`config.mk`:
```
export PLATFORM = sky130hd
export DESIGN_NAME = rms_result_streamer_flat
export DESIGN_NICKNAME = d
export VERILOG_FILES = /design/src/rtl/rms_result_streamer_pkg.sv /design/src/rtl/rms_result_streamer_if.sv /design/src/rtl/rms_tag_fifo.sv /design/src/rtl/rms_result_streamer.sv /design/src/flat_wrapper.sv
export SDC_FILE = /design/constraint.sdc
export NUM_CORES = 1
export LEC_CHECK = 0
export CAP_MARGIN = 25
export CELL_PAD_IN_SITES_DETAIL_PLACEMENT = 1
export CELL_PAD_IN_SITES_GLOBAL_PLACEMENT = 2
export CORE_MARGIN = 4
export CORE_UTILIZATION = 44
export DETAILED_ROUTE_END_ITERATION = 12
export PLACE_DENSITY = 0.92
export SYNTH_ARGS = -nofsm -noshare
export SYNTH_HDL_FRONTEND = slang
export SYNTH_HIERARCHICAL = 1
export SYNTH_SLANG_ARGS = --single-unit
```
`constraint.sdc`:
```
create_clock -name clk -period 4.6 [get_ports clk]
set_clock_uncertainty 0.2 [all_clocks]
set_input_delay 0.92 -clock clk [delete_from_list [all_inputs] [get_ports clk]]
set_output_delay 0.92 -clock clk [all_outputs]
set_load 0.05 [all_outputs]
```
`src/rtl/rms_result_streamer_pkg.sv`:
```
// Shared constants, pointer-width helper and tagged result word for the RMS result streamer.
package rms_result_streamer_pkg;

  localparam int DEF_WIDTH_DATA = 28;
  localparam int DEF_TAG_W      = 4;
  localparam int DEF_DEPTH      = 4;
  localparam int DEF_CNT_W      = 16;

  // Smallest w with 2**w >= n; at least 1 so a 2-entry FIFO still gets a pointer bit.
  function automatic int ptr_width(input int n);
    int w;
    w = 1;
    for (int i = 1; i < 31; i++) begin
      if ((1 << i) < n) w = i + 1;
    end
    return w;
  endfunction

  typedef struct packed {
    logic [DEF_TAG_W-1:0]      tag;
    logic [DEF_WIDTH_DATA-1:0] rms;
  } tagged_word_t;

endpackage

```
`src/rtl/rms_result_streamer_if.sv`:
```
// Tagged-result stream toward the HPS reader.
// Handshake: a word transfers on a rising clk edge where tx_valid && tx_ready; the master keeps
// tx_valid high and tx_data stable until that transfer (or a flush), and tx_ready may change freely.
interface rms_result_streamer_if #(
  parameter int W = rms_result_streamer_pkg::DEF_TAG_W + rms_result_streamer_pkg::DEF_WIDTH_DATA
) ();
  logic [W-1:0] tx_data;
  logic         tx_valid;
  logic         tx_ready;

  modport master (output tx_data, output tx_valid, input tx_ready);
  modport slave  (input tx_data, input tx_valid, output tx_ready);
endinterface

```
`src/rtl/rms_tag_fifo.sv`:
```
// Generic synchronous FIFO: async active-low reset, synchronous clear, concurrent push/pop, level.
module rms_tag_fifo
  import rms_result_streamer_pkg::*;
#(
  parameter int W     = 32,
  parameter int DEPTH = 4
) (
  input  logic                       clk,
  input  logic                       reset_n,
  input  logic                       clear,
  input  logic                       push,
  input  logic                       pop,
  input  logic [W-1:0]               wdata,
  output logic [W-1:0]               rdata,
  output logic                       empty,
  output logic                       full,
  output logic [ptr_width(DEPTH):0]  level
);

  localparam int PTR_W = ptr_width(DEPTH);
  localparam int LVL_W = PTR_W + 1;

  logic [W-1:0]     mem [DEPTH];
  logic [PTR_W-1:0] wr_ptr;
  logic [PTR_W-1:0] rd_ptr;

  // Storage carries no reset; consumers mask the head with empty.
  always_ff @(posedge clk) begin
    if (push && !clear) mem[wr_ptr] <= wdata;
  end

  always_ff @(posedge clk or negedge reset_n) begin
    if (!reset_n) begin
      wr_ptr <= '0;
      rd_ptr <= '0;
      level  <= '0;
    end else if (clear) begin
      wr_ptr <= '0;
      rd_ptr <= '0;
      level  <= '0;
    end else begin
      if (push) wr_ptr <= wr_ptr + 1'b1;
      if (pop)  rd_ptr <= rd_ptr + 1'b1;
      case ({push, pop})
        2'b10:   level <= level + 1'b1;
        2'b01:   level <= level - 1'b1;
        default: level <= level;
      endcase
    end
  end

  assign rdata = mem[rd_ptr];
  assign empty = (level == '0);
  assign full  = (level == LVL_W'(DEPTH));

endmodule

```
`src/rtl/rms_result_streamer.sv`:
```
// Tags each RMS result with a wrapping sequence number, buffers it, and streams it to the HPS reader.
module rms_result_streamer
  import rms_result_streamer_pkg::*;
#(
  parameter int WIDTH_DATA = DEF_WIDTH_DATA,
  parameter int TAG_W      = DEF_TAG_W,
  parameter int DEPTH      = DEF_DEPTH,
  parameter int CNT_W      = DEF_CNT_W
) (
  input  logic                      clk,
  input  logic                      reset_n,
  input  logic [WIDTH_DATA-1:0]     rms,
  input  logic                      rms_strobe,
  input  logic                      flush,
  rms_result_streamer_if.master     tx,
  output logic [ptr_width(DEPTH):0] fill_level,
  output logic                      overflow,
  output logic [CNT_W-1:0]          drop_count
);

  localparam int WORD_W = TAG_W + WIDTH_DATA;

  logic [TAG_W-1:0]  tag;
  logic [WORD_W-1:0] word_in;
  logic [WORD_W-1:0] head;
  logic              empty;
  logic              full;
  logic              push;
  logic              pop;
  logic              drop;

  // flush outranks everything; a pop frees a slot for a push in the same cycle.
  assign pop     = tx.tx_valid && tx.tx_ready && !flush;
  assign push    = rms_strobe && !flush && (!full || pop);
  assign drop    = rms_strobe && !flush && full && !pop;
  assign word_in = {tag, rms};

  rms_tag_fifo #(
    .W     (WORD_W),
    .DEPTH (DEPTH)
  ) u_fifo (
    .clk     (clk),
    .reset_n (reset_n),
    .clear   (flush),
    .push    (push),
    .pop     (pop),
    .wdata   (word_in),
    .rdata   (head),
    .empty   (empty),
    .full    (full),
    .level   (fill_level)
  );

  always_ff @(posedge clk or negedge reset_n) begin
    if (!reset_n) begin
      tag        <= '0;
      overflow   <= 1'b0;
      drop_count <= '0;
    end else if (flush) begin
      tag        <= '0;
      overflow   <= 1'b0;
      drop_count <= '0;
    end else begin
      // Tag advances on stored and dropped results alike so gaps show up downstream.
      if (rms_strobe) tag <= tag + 1'b1;
      if (drop) begin
        overflow <= 1'b1;
        if (drop_count != '1) drop_count <= drop_count + 1'b1;
      end
    end
  end

  assign tx.tx_valid = !empty;
  assign tx.tx_data  = empty ? '0 : head;

endmodule

```
`src/flat_wrapper.sv`:
```
// flat-port wrapper written by rule: the top's interface ports become plain ports
module rms_result_streamer_flat import rms_result_streamer_pkg::*;
#(
  parameter int WIDTH_DATA = DEF_WIDTH_DATA,
  parameter int TAG_W      = DEF_TAG_W,
  parameter int DEPTH      = DEF_DEPTH,
  parameter int CNT_W      = DEF_CNT_W
)
  (clk, reset_n, rms, rms_strobe, flush, fill_level, overflow, drop_count, tx_tx_data, tx_tx_valid, tx_tx_ready);
  rms_result_streamer_if #(.W((DEF_TAG_W) + (DEF_WIDTH_DATA))) tx_i ();
  input  logic clk;
  input  logic reset_n;
  input  logic [WIDTH_DATA-1:0] rms;
  input  logic rms_strobe;
  input  logic flush;
  output logic [ptr_width(DEPTH):0] fill_level;
  output logic overflow;
  output logic [CNT_W-1:0] drop_count;
  output wire logic [$bits(tx_i.tx_data)-1:0] tx_tx_data;
  output wire logic [$bits(tx_i.tx_valid)-1:0] tx_tx_valid;
  input wire logic [$bits(tx_i.tx_ready)-1:0] tx_tx_ready;
  assign tx_tx_data = tx_i.tx_data;
  assign tx_tx_valid = tx_i.tx_valid;
  assign tx_i.tx_ready = tx_tx_ready;
  rms_result_streamer #(.WIDTH_DATA(WIDTH_DATA), .TAG_W(TAG_W), .DEPTH(DEPTH), .CNT_W(CNT_W)) u_core (.clk(clk), .reset_n(reset_n), .rms(rms), .rms_strobe(rms_strobe), .flush(flush), .tx(tx_i), .fill_level(fill_level), .overflow(overflow), .drop_count(drop_count));
endmodule
```
* Yosys cells after proc, flatten, opt, wreduce, memory -nomap -nowiden
Memory sizes are Yosys's and may differ from the RTL's.
Cells that the tools add are included.
** Storage, ports and cells
- Output and inout bits :: 53
- Bits in registers :: 28
- Bits of input ports :: 33
- Memory bits (writable) :: 128
- Memories :: 1
- Logic and storage cells :: 53
** Operators by class
- Reduce and logical (&&, ||, !) cells :: 20
- Add/sub/neg operators :: 6
- Equality and inequality tests :: 4
- Multiplexer cells :: 16
** Memory list
- u_core.u_fifo.mem :: depth 4, bits a word 32, rd ports 1, clocked after memory_dff 0, wr ports 1, line rms_tag_fifo.sv:23 : logic [W-1:0] mem [DEPTH];
** Operators with widths (count)
- 16-bit two-way mux :: 3
- 32-bit two-way mux :: 1
- 16-bit by 1-bit adder with 16-bit output (second input constant) :: 1
- 16-bit != test (second input constant) :: 1
- 2-bit nonzero test :: 5
- 2-bit two-way mux :: 4
- 4-bit two-way mux :: 2
- 1-bit logical AND :: 7
- 3-bit one-hot mux with 2 select lines :: 1
- 2-bit by 1-bit adder with 2-bit output (second input constant) :: 2
- 4-bit by 1-bit adder with 4-bit output (second input constant) :: 1
- 1-bit logical NOT :: 4
- 1-bit two-way mux :: 4
- 3-bit by 1-bit adder with 3-bit output (second input constant) :: 1
- 3-bit equality test (second input constant) :: 1
- 3-bit logical NOT :: 1
- 3-bit two-way mux :: 1
- 3-bit nonzero test :: 1
- 3-bit by 1-bit subtractor with 3-bit output (second input constant) :: 1
- 2-bit by 1-bit equality test with 1-bit output (second input constant) :: 1
- 2-bit equality test (second input constant) :: 1
- 2-bit AND reduction :: 1
- 1-bit logical OR :: 1

* Depth between registers and ports, before layout
- Depth after elaboration :: 9
- Gate-level depth with buffers :: 9
- Depth with buffers taken out :: 8

* Cells and area by module
Netlist, hierarchy kept.
** Modules (own cells, without submodules)
- rms_tag_fifo :: seq. area each 4018.9 sq um, cells each 211, area an instance 5104.9 sq um, instances 1
- rms_result_streamer :: seq. area each 525.5 sq um, cells each 156, area an instance 1390.1 sq um, instances 1

* Least setup slack after synthesis
Ideal clock, no wire load.
- Kind :: register -> register
- From :: register u_core.u_fifo.level[0]
- To :: memory u_core.u_fifo.mem[0][0] (enable)
- Cell stages (with the launch flop) :: 7
- Data arrival time :: 2.576 ns
- Library setup time :: 0.392 ns
- Clock period less this slack :: 3.168 ns
- Path buffers :: 1
- Path slack :: 1.432 ns
- Data required time :: 4.008 ns
- Path through :: dfrtp_1 > nor3_1 > nand2b_1 > a211oi_1 > buf_2 > nor2b_1 > and2_1
** Between the ends
- Cells in the longest elaborated chain, start to end :: 9
- Elaborated cells on any way between the ends :: 11
- Classes of those cells :: eq/ne (1); mux (2); reduce/logical (8)
** RTL lines
- start: declaration :: line rms_tag_fifo.sv:17 : output logic [ptr_width(DEPTH):0] level
- start signal: assignment :: line rms_tag_fifo.sv:45 : 2'b10: level <= level + 1'b1;
- start signal: assignment :: line rms_tag_fifo.sv:46 : 2'b01: level <= level - 1'b1;
- start signal: assignment :: line rms_tag_fifo.sv:47 : default: level <= level;
- 3-bit logical NOT :: line rms_tag_fifo.sv:53 : assign empty = (level == '0);
- named net u_core.empty :: line rms_result_streamer.sv:26 : logic empty;
- 1-bit logical NOT :: line rms_result_streamer.sv:73 : assign tx.tx_valid = !empty;
- 1-bit logical AND (2 in series) :: line rms_result_streamer.sv:33 : assign pop = tx.tx_valid && tx.tx_ready && !flush;
- 1-bit logical OR :: line rms_result_streamer.sv:34 : assign push = rms_strobe && !flush && (!full || pop);
- 1-bit logical AND :: line rms_result_streamer.sv:34
- named net u_core.push :: line rms_result_streamer.sv:28 : logic push;
- 1-bit logical AND :: line rms_tag_fifo.sv:29 : if (push && !clear) mem[wr_ptr] <= wdata;
- 1-bit two-way mux :: line rms_tag_fifo.sv:29
- 1-bit two-way mux (implied by the code) :: line rms_tag_fifo.sv:29
- end: declaration :: line rms_tag_fifo.sv:23
The timed path passes the listed nets, and every way through them passes these cells.

* Worst setup path after layout
- From :: register u_core.u_fifo.rd_ptr[0]
- To :: output tx_tx_data[2]
** Between the ends
- Cells in the longest elaborated chain, start to end :: 2
** RTL lines
- start: declaration :: line rms_tag_fifo.sv:25 : logic [PTR_W-1:0] rd_ptr;
- start signal: assignment :: line rms_tag_fifo.sv:43 : if (pop) rd_ptr <= rd_ptr + 1'b1;
- memory 4 x 32 bit
- named net u_core.head[2] :: line rms_result_streamer.sv:25 : logic [WORD_W-1:0] head;
- 32-bit two-way mux :: line rms_result_streamer.sv:74 : assign tx.tx_data = empty ? '0 : head;
- end: declaration :: line flat_wrapper.sv:19 : output wire logic [$bits(tx_i.tx_data)-1:0] tx_tx_data;
The timed path passes the listed nets, and every way through them passes these cells.

==> summary by stage <==
STA
The hold violation total from the final report is 0. Measured against its own limit, the worst slew margin works out to between 30% and 40%. Of the available clock period, the critical path in the final layout requires between 80 and 90%.

Hold is met by between 0.3 and 0.4 ns. The maximum frequency from static timing analysis is between 0.2 and 0.3 GHz. The setup TNS is 0 ns. For the finished layout, the period the worst path requires is 3.93 ns. For the pin with the worst max-slew slack, the measured transition is roughly 0.9 ns. The final max-slew violation count was 0. Setup violations remaining at the end of the flow were counted as 0.

Setup repair after global routing left no endpoint under its margin. Across all setup checks in the final design, the least slack found is roughly 0.67 ns.

Worst setup path
The required time of the worst setup path is about 3.5 ns. Counting cells, the worst reg-to-reg path comes to 6. The largest single stage delay on the critical path is 0.71 ns.

The peak fanout along the critical path is 23. The capturing element type of the critical path is an output pin. The critical path is of the reg2out type. Data arrives at the worst endpoint at ~2.8 ns. The cell with the biggest individual delay on the critical path is sky130_fd_sc_hd__clkdlybuf4s50_1. In this run the register-to-register setup slack is around 1.7 ns. The signal on the critical path passes through buf_12, mux4_1, nor2b_1, clkdlybuf4s50_1. The worst setup path is launched from a register. In this run the critical register-to-register path is launched from u_core/u_fifo/level[0]$_DFFE_PN0P_. The terminus of the critical flop-to-flop path is u_core/u_fifo/mem[3][3]$_DFFE_PP_.

Floorplan
Row generation in the floorplan step produced 44 rows. The area of the placeable core is about 0.014 mm^2. The number of placed I/O pins is 86. The starting density of the core is approximately 45%.

The horizontal die dimension is 129 um. The vertical extent of the die is between 100 and 150 um. The die covers 0.0168 mm^2.

Clock network
The clock sink count is about 160. The buffers inserted during post-CTS setup optimization is 0. The CTS tree is done. The post-CTS resize count is 0. The root buffer cell is sky130_fd_sc_hd__clkbuf_16. The clock-pin slew reported for the worst setup and hold paths after clock tree synthesis is approximately 0.06 ns. The clock latency on the worst-skew pair is a little over 0.4 ns. In this run, CTS created clock tree buffers numbering 17.

The number of hold buffers added after CTS is 0. The H-tree was split into 4 levels. In this run the deepest clock path goes through 2 buffers.

Layout
The total of fill cells in the finished design is around 1300. The cell area after layout is between 0.008 and 0.009 mm^2. Compared with the post-synthesis result, the final layout area differs by 25.3%.

The core utilization of the finished layout is between 50% and 60%. 0 antenna diodes ended up in the layout. The final net count is about 500.

The post-route netlist has between 10% and 20% of its cells at a drive strength greater than 1. The count of placed standard cells in the final layout, fillers left out is roughly 660.

Synth
The number of enable flip-flop cells after synthesis is 128. The synthesized net count is roughly 410. The part of the Yosys area used for sequential elements is around 70%. The instance count of the mapped netlist is ~370.

Synthesis inferred 156 register bits. The share of synthesized flip-flops with an asynchronous set or reset is roughly 18%. In the synthesized netlist the dominant register cell turns out to be sky130_fd_sc_hd__edfxtp_1. The post-synthesis average cell area is about 18 um^2.

During synthesis, Yosys emitted a total of 6 warnings. The unique cell type count in the Yosys netlist is 47. The area of the mapped netlist is 0.00649 mm^2.

Power and ir drop
The worst-case vdd ir drop is ~0.00027 V. The total power of the final layout is about 3.6 mW. The standby leakage power is approximately 2.7 nW. The ratio of total power to cell area is 448 mW/mm^2.

Placement
The final RePlAce weighted congestion is 0.826. Summing all placed instances gives a cell area of ~0.0075 mm^2. The number of instances in the placed design is between 600 and 700. Port buffering added 85 buffers. The detailed placer's ending HPWL is 9040 um.

At the placement stage, the worst setup path has a slack of 0.909 ns.

GRT
The residual overflow from global routing is 0. The initial antenna violation count is 0. Global routing used around 18% of the available tracks across all layers. The number of global-route vias before repair is between 3000 and 4000. The pin count of the biggest net entering global routing is 34. The first-pass GRT wire length is about 22000 um.

Outcome
The flow ran to the end, and the final reports show no timing, DRC or antenna violations.

Detailed routing
The total via count after detailed routing is approximately 3600. The initial detailed-routing violation count is 285. The first detailed-routing pass ran for 4 iterations. After detailed routing, the total wire length is around 14000 um. The post-route DRC violation count is 0. After detailed routing, the average wire length per cell comes to 21.5 um. The number of nets with antenna violations after detailed routing is 0. Dividing the detail-routed via count by the number of cells gives approximately 5.5.

Worst hold path
The worst min-delay path class is reg2reg. The startpoint identified for the worst hold timing path is u_core/drop_count[14]$_DFFE_PN0P_. The worst hold path depth is 1.

The end point of the worst hold path is u_core/drop_count[14]$_DFFE_PN0P_.

Flow run
The count of maximum capacitance violations is 0.
==> final cells by class <==
class / count / area, um^2 / area share [%]
multi-input cells: 187 / 1800 / 22.1
clock inverters: 14 / 185 / 2.28
well taps: 184 / 230 / 2.83
flip-flops and latches: 156 / 4550 / 55.9
inverters: 6 / 22.5 / 0.277
repair buffers: 94 / 931 / 11.4
clock buffers: 17 / 425 / 5.23
==> state kept, by name (all words and copies together) (netlist names) <==
signal                flops
u_core/u_fifo/mem       128
u_core/drop_count        16
u_core/tag                4
u_core/u_fifo/level       3
u_core/u_fifo/rd_ptr      2
u_core/u_fifo/wr_ptr      2
u_core/overflow           1
==> kinds of logic after synthesis <==
group	after synthesis	synth area share (%)
AO/OA/AOI/OAI	30	3.16
XOR/XNOR	8	1.08
adder cells (fa/ha/maj)	7	1.46
buffers and inverters	24	2.50
flip-flops	156	70.0
multiplexers	38	12.3
AND/OR/NAND/NOR	104	9.56
==> worst max-delay path, delay by kind of cell (launching register included) <==
kind,cells,cell delay [ns]
buffers and inverters,2,0.98
muxes,1,0.61
and+or+nand+nor,1,0.15
DFF,1,0.62
==> cell usage in the layout, fill, tap and decap left out, types with 4 or more instances in the layout <==
| master | count |
|---|---|
| sky130_fd_sc_hd__o21ai_0 | 6 |
| sky130_fd_sc_hd__nand4_1 | 7 |
| sky130_fd_sc_hd__nand3_1 | 7 |
| sky130_fd_sc_hd__mux4_1 | 4 |
| sky130_fd_sc_hd__and2_2 | 4 |
| sky130_fd_sc_hd__nor2_1 | 14 |
| sky130_fd_sc_hd__edfxtp_1 | 128 |
| sky130_fd_sc_hd__buf_4 | 8 |
| sky130_fd_sc_hd__xor2_1 | 4 |
| sky130_fd_sc_hd__inv_6 | 4 |
| sky130_fd_sc_hd__dfrtp_1 | 27 |
| sky130_fd_sc_hd__xnor2_1 | 4 |
| sky130_fd_sc_hd__ha_1 | 6 |
| sky130_fd_sc_hd__nand2_1 | 10 |
| sky130_fd_sc_hd__clkbuf_16 | 17 |
| sky130_fd_sc_hd__mux4_2 | 28 |
| sky130_fd_sc_hd__clkdlybuf4s50_1 | 85 |
| sky130_fd_sc_hd__a21oi_1 | 7 |
| sky130_fd_sc_hd__inv_1 | 6 |
| sky130_fd_sc_hd__nor2b_1 | 33 |
| sky130_fd_sc_hd__or4_1 | 4 |
| sky130_fd_sc_hd__o31ai_1 | 5 |
| sky130_fd_sc_hd__nor3b_1 | 4 |
| sky130_fd_sc_hd__mux2i_1 | 5 |
==> synthesized netlist by cell type (2+ instances only) <==
master	number	area, um^2
sky130_fd_sc_hd__a21oi_1	7	35.0
sky130_fd_sc_hd__and2_1	4	25.0
sky130_fd_sc_hd__and2b_1	3	22.5
sky130_fd_sc_hd__and3b_1	2	17.5
sky130_fd_sc_hd__buf_12	3	60.1
sky130_fd_sc_hd__buf_2	4	20.0
sky130_fd_sc_hd__buf_6	2	22.5
sky130_fd_sc_hd__clkbuf_1	7	26.3
sky130_fd_sc_hd__dfrtp_1	28	701
sky130_fd_sc_hd__edfxtp_1	128	3840
sky130_fd_sc_hd__ha_1	6	75.1
sky130_fd_sc_hd__inv_1	6	22.5
sky130_fd_sc_hd__mux2i_1	5	50.1
sky130_fd_sc_hd__mux4_1	4	105
sky130_fd_sc_hd__mux4_2	28	631
sky130_fd_sc_hd__nand2_1	10	37.5
sky130_fd_sc_hd__nand3_1	7	35.0
sky130_fd_sc_hd__nand4_1	7	43.8
sky130_fd_sc_hd__nor2_1	14	52.6
sky130_fd_sc_hd__nor2b_1	33	206
sky130_fd_sc_hd__nor3_1	4	20.0
sky130_fd_sc_hd__nor3b_1	4	30.0
sky130_fd_sc_hd__nor4_1	3	18.8
sky130_fd_sc_hd__o21ai_0	6	30.0
sky130_fd_sc_hd__o311ai_0	3	26.3
sky130_fd_sc_hd__o31ai_1	5	37.5
sky130_fd_sc_hd__o41ai_1	3	26.3
sky130_fd_sc_hd__or3_1	3	18.8
sky130_fd_sc_hd__or4_1	4	30.0
sky130_fd_sc_hd__xnor2_1	4	35.0
sky130_fd_sc_hd__xor2_1	4	35.0
==> per-layer routing <==
metal,track usage [%],routed length [um],vias to the layer above
li1,-,-,1636
met1,22.5,5870,1867
met2,30.2,7320,97
met3,3.87,669,20
met4,6.85,271,0
met5,0,0,-
==> worst max-delay path by stage <==
stage	from	to	slack (ns)
after floorplan	u_core/u_fifo/level[0]$_DFFE_PN0P_	u_core/u_fifo/mem[0][0]$_DFFE_PP_	1.43
after global placement	rms_strobe	u_core/u_fifo/mem[1][21]$_DFFE_PP_	1.0
after detailed placement	flush	u_core/u_fifo/mem[2][19]$_DFFE_PP_	0.91
after CTS	u_core/u_fifo/rd_ptr[0]$_DFFE_PN0P_	tx_tx_data[2]	0.59
after global routing	u_core/u_fifo/rd_ptr[0]$_DFFE_PN0P_	tx_tx_data[2]	0.51
final	u_core/u_fifo/rd_ptr[0]$_DFFE_PN0P_	tx_tx_data[2]	0.67
==> where the power goes <==
| part | leakage (nW) | total (mW) | internal [mW] | switching, mW |
|---|---|---|---|---|
| registers | 1.56 | 1.58 | 1.56 | 0.0253 |
| clock network | 0.289 | 1.43 | 0.863 | 0.568 |
| logic | 0.898 | 0.630 | 0.231 | 0.399 |
| total | 2.74 | 3.64 | 2.65 | 0.992 |
Note: power is estimated with default switching activity, not from simulation.
==> RTL change 1, RTL diff (same settings) <==
Set the package constant `DEF_WIDTH_DATA` to 42 (it was 28).
--- a/src/rtl/rms_result_streamer_pkg.sv
+++ b/src/rtl/rms_result_streamer_pkg.sv
@@ -3,3 +3,3 @@
 
-  localparam int DEF_WIDTH_DATA = 28;
+  localparam int DEF_WIDTH_DATA = 42;
   localparam int DEF_TAG_W      = 4;
Ports: changed (resized rms and tx_tx_data); port bits go from 86 to 114. No check against the original RTL was run, so the function may have changed too.
==> RTL change 1 against the original RTL <==
  * Cell area rose by 34%
  * Sequential power rose by 37%
  * Largest cell class unchanged
  * Power rose by 31%
  * Via count rose by 32%
  * Setup slack got worse by 0.26 ns
  * Non-clock buffer count rose by 31
  * Global-route usage rose by 0.82 points
  * Critical path depth did not move
  * Synthesized cell count rose by 29%
  * Area after synthesis rose by 34%
  * Sequential cell count rose by 56
  * Hold slack improved by 0.0024 ns
  * Routed wire length rose by 41%
==> RTL change 1: results <==
export IMPL_pre_cts_ws_ns=0.808
export IMPL_synth_common_cells="184 x edfxtp_1, 57 x nor2b_1, 46 x mux4_2, 28 x dfrtp_1, 15 x nor2_1"
export IMPL_synth_compound_area_frac=0.0220
export IMPL_crit_path_max_incr_delay_ns=0.74
export IMPL_synth_xor_area_frac=0.00807
export IMPL_synth_area_leaders="edfxtp_1 64%, mux4_2 12%, dfrtp_1 8.1%"
export IMPL_tightest_slew_ns=0.738
export IMPL_placed_cells=839
export IMPL_layout_drive_gt1_share=0.171
export IMPL_grt_usage=0.186
export IMPL_p_seq_mw=2.16
export IMPL_syn_nets=526
export IMPL_synth_edf_count=184
export IMPL_clock_latency_ns=0.50
export IMPL_fin_crit_ns=4.19
export IMPL_dp_final_hpwl_um=12400
export IMPL_grtUsageMet2=0.330
export IMPL_layout_nets=653
export IMPL_grt_pass1_wl_um=31800
export IMPL_ff2ff_path_depth=7
export IMPL_clockBufferDepth=3
export IMPL_synthAdderAreaFrac=0.0109
export IMPL_htree_levels=1
export IMPL_net_switching_power_mw=1.31
export IMPL_grt_pass1_vias=5393
export IMPL_comb_power_uw=892
export IMPL_routabilityCongestion=0.746
export IMPL_crit_end="tx_tx_data[1]"
export IMPL_ys_seq_area_frac=0.717
export IMPL_synthArstFlopShare=0.132
export IMPL_cp_arrival_ns=3.07
export IMPL_met3_usage=0.0299
export IMPL_outcome="completed"
export IMPL_r2r_setup_slack_ns=1.59
export IMPL_port_buffers=113
export IMPL_fin_cells=878
export IMPL_met1_usage=0.244
export IMPL_hp_start="u_core/overflow$_DFFE_PN0P_"
export IMPL_vias_per_cell=5.45
export IMPL_holdWs_ns=0.342
export IMPL_grt_max_degree=48
export IMPL_p_leak_nw=3.57
export IMPL_hold_depth=2
export IMPL_cts_made_buffers=23
export IMPL_peakVddDrop_v=0.000213
export IMPL_placed_area_um2=10200
export IMPL_dr_first_iter_drc_count=217
RTL change 1: changes by cell type in the layout (fill, tap and decap cells not counted), sizes merged, moves of 4 or more:
cell           delta
clkdlybuf4s50    +28
clkinv            +9
clkbuf            +7
or2               +4
and2              +4
edfxtp           +56
nor2b            +24
inv               -4
o31ai             -5
mux4             +14
nand2             -6
RTL change 1: worst max-delay path: cells and delay by family, from the launching register on:
kind	cells	cell delay (ns)
and+or+nand+nor	1	0.17
muxes	1	0.57
buffers and inverters	2	1.23
DFF	1	0.59
RTL change 1: area by class of cell:
class                           instances  area (µm²)
Clock buffer                           24         579
Fill cell                            1788        8570
Tap cell                              265         332
Inverter                                6        22.5
Sequential cell                       212        6230
Multi-Input combinational cell        231        2320
Timing Repair Buffer                  125        1280
Clock inverter                         15         121
RTL change 1: metal layers:
| layer | wire length, µm | up-vias |
|---|---|---|
| met5 | 0 | - |
| met3 | 1020 | 29 |
| met1 | 8330 | 2505 |
| met4 | 308 | 0 |
| li1 | - | 2114 |
| met2 | 10300 | 139 |
==> RTL change 2, RTL diff (same flow settings) <==
Made on the original files. Reset style: synchronous (`reset_n`), changed in 2 clocked blocks. Comments in the files are not updated.
--- a/src/rtl/rms_tag_fifo.sv
+++ b/src/rtl/rms_tag_fifo.sv
@@ -31,3 +31,3 @@
 
-  always_ff @(posedge clk or negedge reset_n) begin
+  always_ff @(posedge clk) begin
     if (!reset_n) begin
--- a/src/rtl/rms_result_streamer.sv
+++ b/src/rtl/rms_result_streamer.sv
@@ -53,3 +53,3 @@
 
-  always_ff @(posedge clk or negedge reset_n) begin
+  always_ff @(posedge clk) begin
     if (!reset_n) begin
Behaviour: differs if reset_n is asserted again (counterexample within 4 cycles, from zero or initial values and one cycle with reset_n low); with reset_n held inactive, the same outputs for 4 cycles.
==> RTL change 2 against the original RTL <==
  * Hold slack got worse by 0.062 ns
  * Non-clock buffer count fell by 5
  * Routed wire length up 1.8%
  * Highest routed layer unchanged
  * Cell area is 2.0% lower
  * Area after synthesis decreased by 1.4%
  * Global-route usage is 0.63 points higher
  * Largest cell class unchanged
  * Maximum frequency fell by 0.58%
  * Sequential cell count up 2
  * First-iteration DRC count increased by 16%
  * Synthesized cell count increased by 4.1%
  * Setup slack worse by 0.023 ns
Power is not compared: it rests on default switching activity, and its combinational part moved more than twofold at a synthesized area within 25%.
==> RTL change 2: results <==
export IMPL_layout_nets=515
export IMPL_p_leak_nw=2.47
export IMPL_met3_length_um=533
export IMPL_clock_latency_ns=0.42
export IMPL_wl_met1_um=5990
export IMPL_route_vias_total=3676
export IMPL_dp_final_hpwl_um=9290
export IMPL_crit_fanout=20
export IMPL_clkTransAtPathRegs_ns=0.06
export IMPL_synthArstFlopShare=0
export IMPL_htree_levels=4
export IMPL_cts_made_buffers=17
export IMPL_peakVddDrop_v=0.000251
export IMPL_top_regs="u_core/u_fifo/mem: 128 flops, u_core/drop_count: 16 flops, u_core/tag: 4 flops"
export IMPL_top_layer_used="met4"
export IMPL_grt_max_degree=36
export IMPL_synth_edf_count=128
export IMPL_diodes=0
export IMPL_synth_common_cells="128 x edfxtp_1, 30 x dfxtp_1, 30 x mux4_2, 30 x nor2b_1, 19 x nor2_1"
export IMPL_clockBufferDepth=2
export IMPL_ff2ff_path_depth=7
export IMPL_ys_warnings_count=6
export IMPL_routabilityCongestion=0.738
export IMPL_cts_root_buffer_cell="clkbuf_16"
export IMPL_layout_drive_gt1_share=0.154
export IMPL_hold_path_class="reg2reg"
export IMPL_drtPass1Iterations=4
export IMPL_synth_area_leaders="edfxtp_1 60%, mux4_2 11%, dfxtp_1 9.4%"
export IMPL_antenna_found_initial=0
export IMPL_synth_cell_types=43
export IMPL_hold_depth=2
export IMPL_tightest_slew_ns=1.02
export IMPL_cts_repair_resized=0
export IMPL_cp_arrival_ns=2.83
export IMPL_outcome="completed"
export IMPL_syn_nets=423
export IMPL_dr_wl_met2_um=7500
export IMPL_grt_usage=0.184
export IMPL_grt_pass1_vias=3920
export IMPL_grt_pass1_wl_um=22500
export IMPL_cts_setup_buffers=0
export IMPL_port_buffers=85
export IMPL_dr_first_iter_drc_count=330
export IMPL_ys_seq_area_frac=0.694
export IMPL_wl_um=14400
[RTL change 2: worst paths after layout]
check / from / to / slack (ns)
min: u_core/overflow$_SDFFE_PP0P_ / u_core/overflow$_SDFFE_PP0P_ / 0.28
min reg2reg: u_core/overflow$_SDFFE_PP0P_ / u_core/overflow$_SDFFE_PP0P_ / 0.28
max reg2reg: u_core/u_fifo/level[0]$_SDFFE_PP0P_ / u_core/u_fifo/mem[2][18]$_DFFE_PP_ / 1.34
max: flip-flop / tx_tx_data[23] / 0.65
[RTL change 2: kinds of logic (layout without fill, tap and decap cells)]
kind of cell / after synthesis / after routing / synth area share
DFF: 158 / 158 / 0.694
and+or+nand+nor: 114 / 114 / 0.105
AOI/OAI and AO/OA: 34 / 34 / 0.0313
muxes: 34 / 34 / 0.117
buffers and inverters: 26 / 131 / 0.0254
adders and majority gates: 8 / 8 / 0.0168
xor gates and xnor gates: 8 / 8 / 0.0109
[RTL change 2: layout make-up]
type,instances,area (µm²)
clock inverter,14,135
timing repair buffer,89,891
clock buffer,18,429
fill,1315,6070
tap,180,225
multi-input combinational,198,1810
inverter,10,37.5
sequential,158,4450
[RTL change 2: worst max-delay path: stages, from the launching register on]
cell and delay [ns]:
dfxtp_2 0.66, buf_12 0.28, mux4_1 0.60, nor2b_1 0.16, clkdlybuf4s50_1 0.71
[RTL change 2: stage by stage]
stage	setup slack, ns	power, mW	cells	instance area (µm²)	hold slack, ns
final	0.648	3.02	667	7970	0.278
after global routing	0.472	3.14	667	7970	0.328
after CTS	0.572	3.05	666	7970	0.287
after detailed placement	0.745	1.73	634	7400	0.268
after global placement	0.864	1.73	634	7400	0.260
after floorplan	1.35	1.66	382	6400	0.280
[RTL change 2: where the power goes]
group / internal [mW] / switching (mW) / total, mW
clock: 0.753 / 0.566 / 1.32
sequential: 1.55 / 0.00579 / 1.56
combinational: 0.0591 / 0.0835 / 0.143
[RTL change 2: layer usage]
| layer | track usage | vias up |
|---|---|---|
| met1 | 0.232 | 1880 |
| met5 | 0 | - |
| li1 | - | 1671 |
| met4 | 0.0704 | 0 |
| met3 | 0.0436 | 24 |
| met2 | 0.310 | 101 |
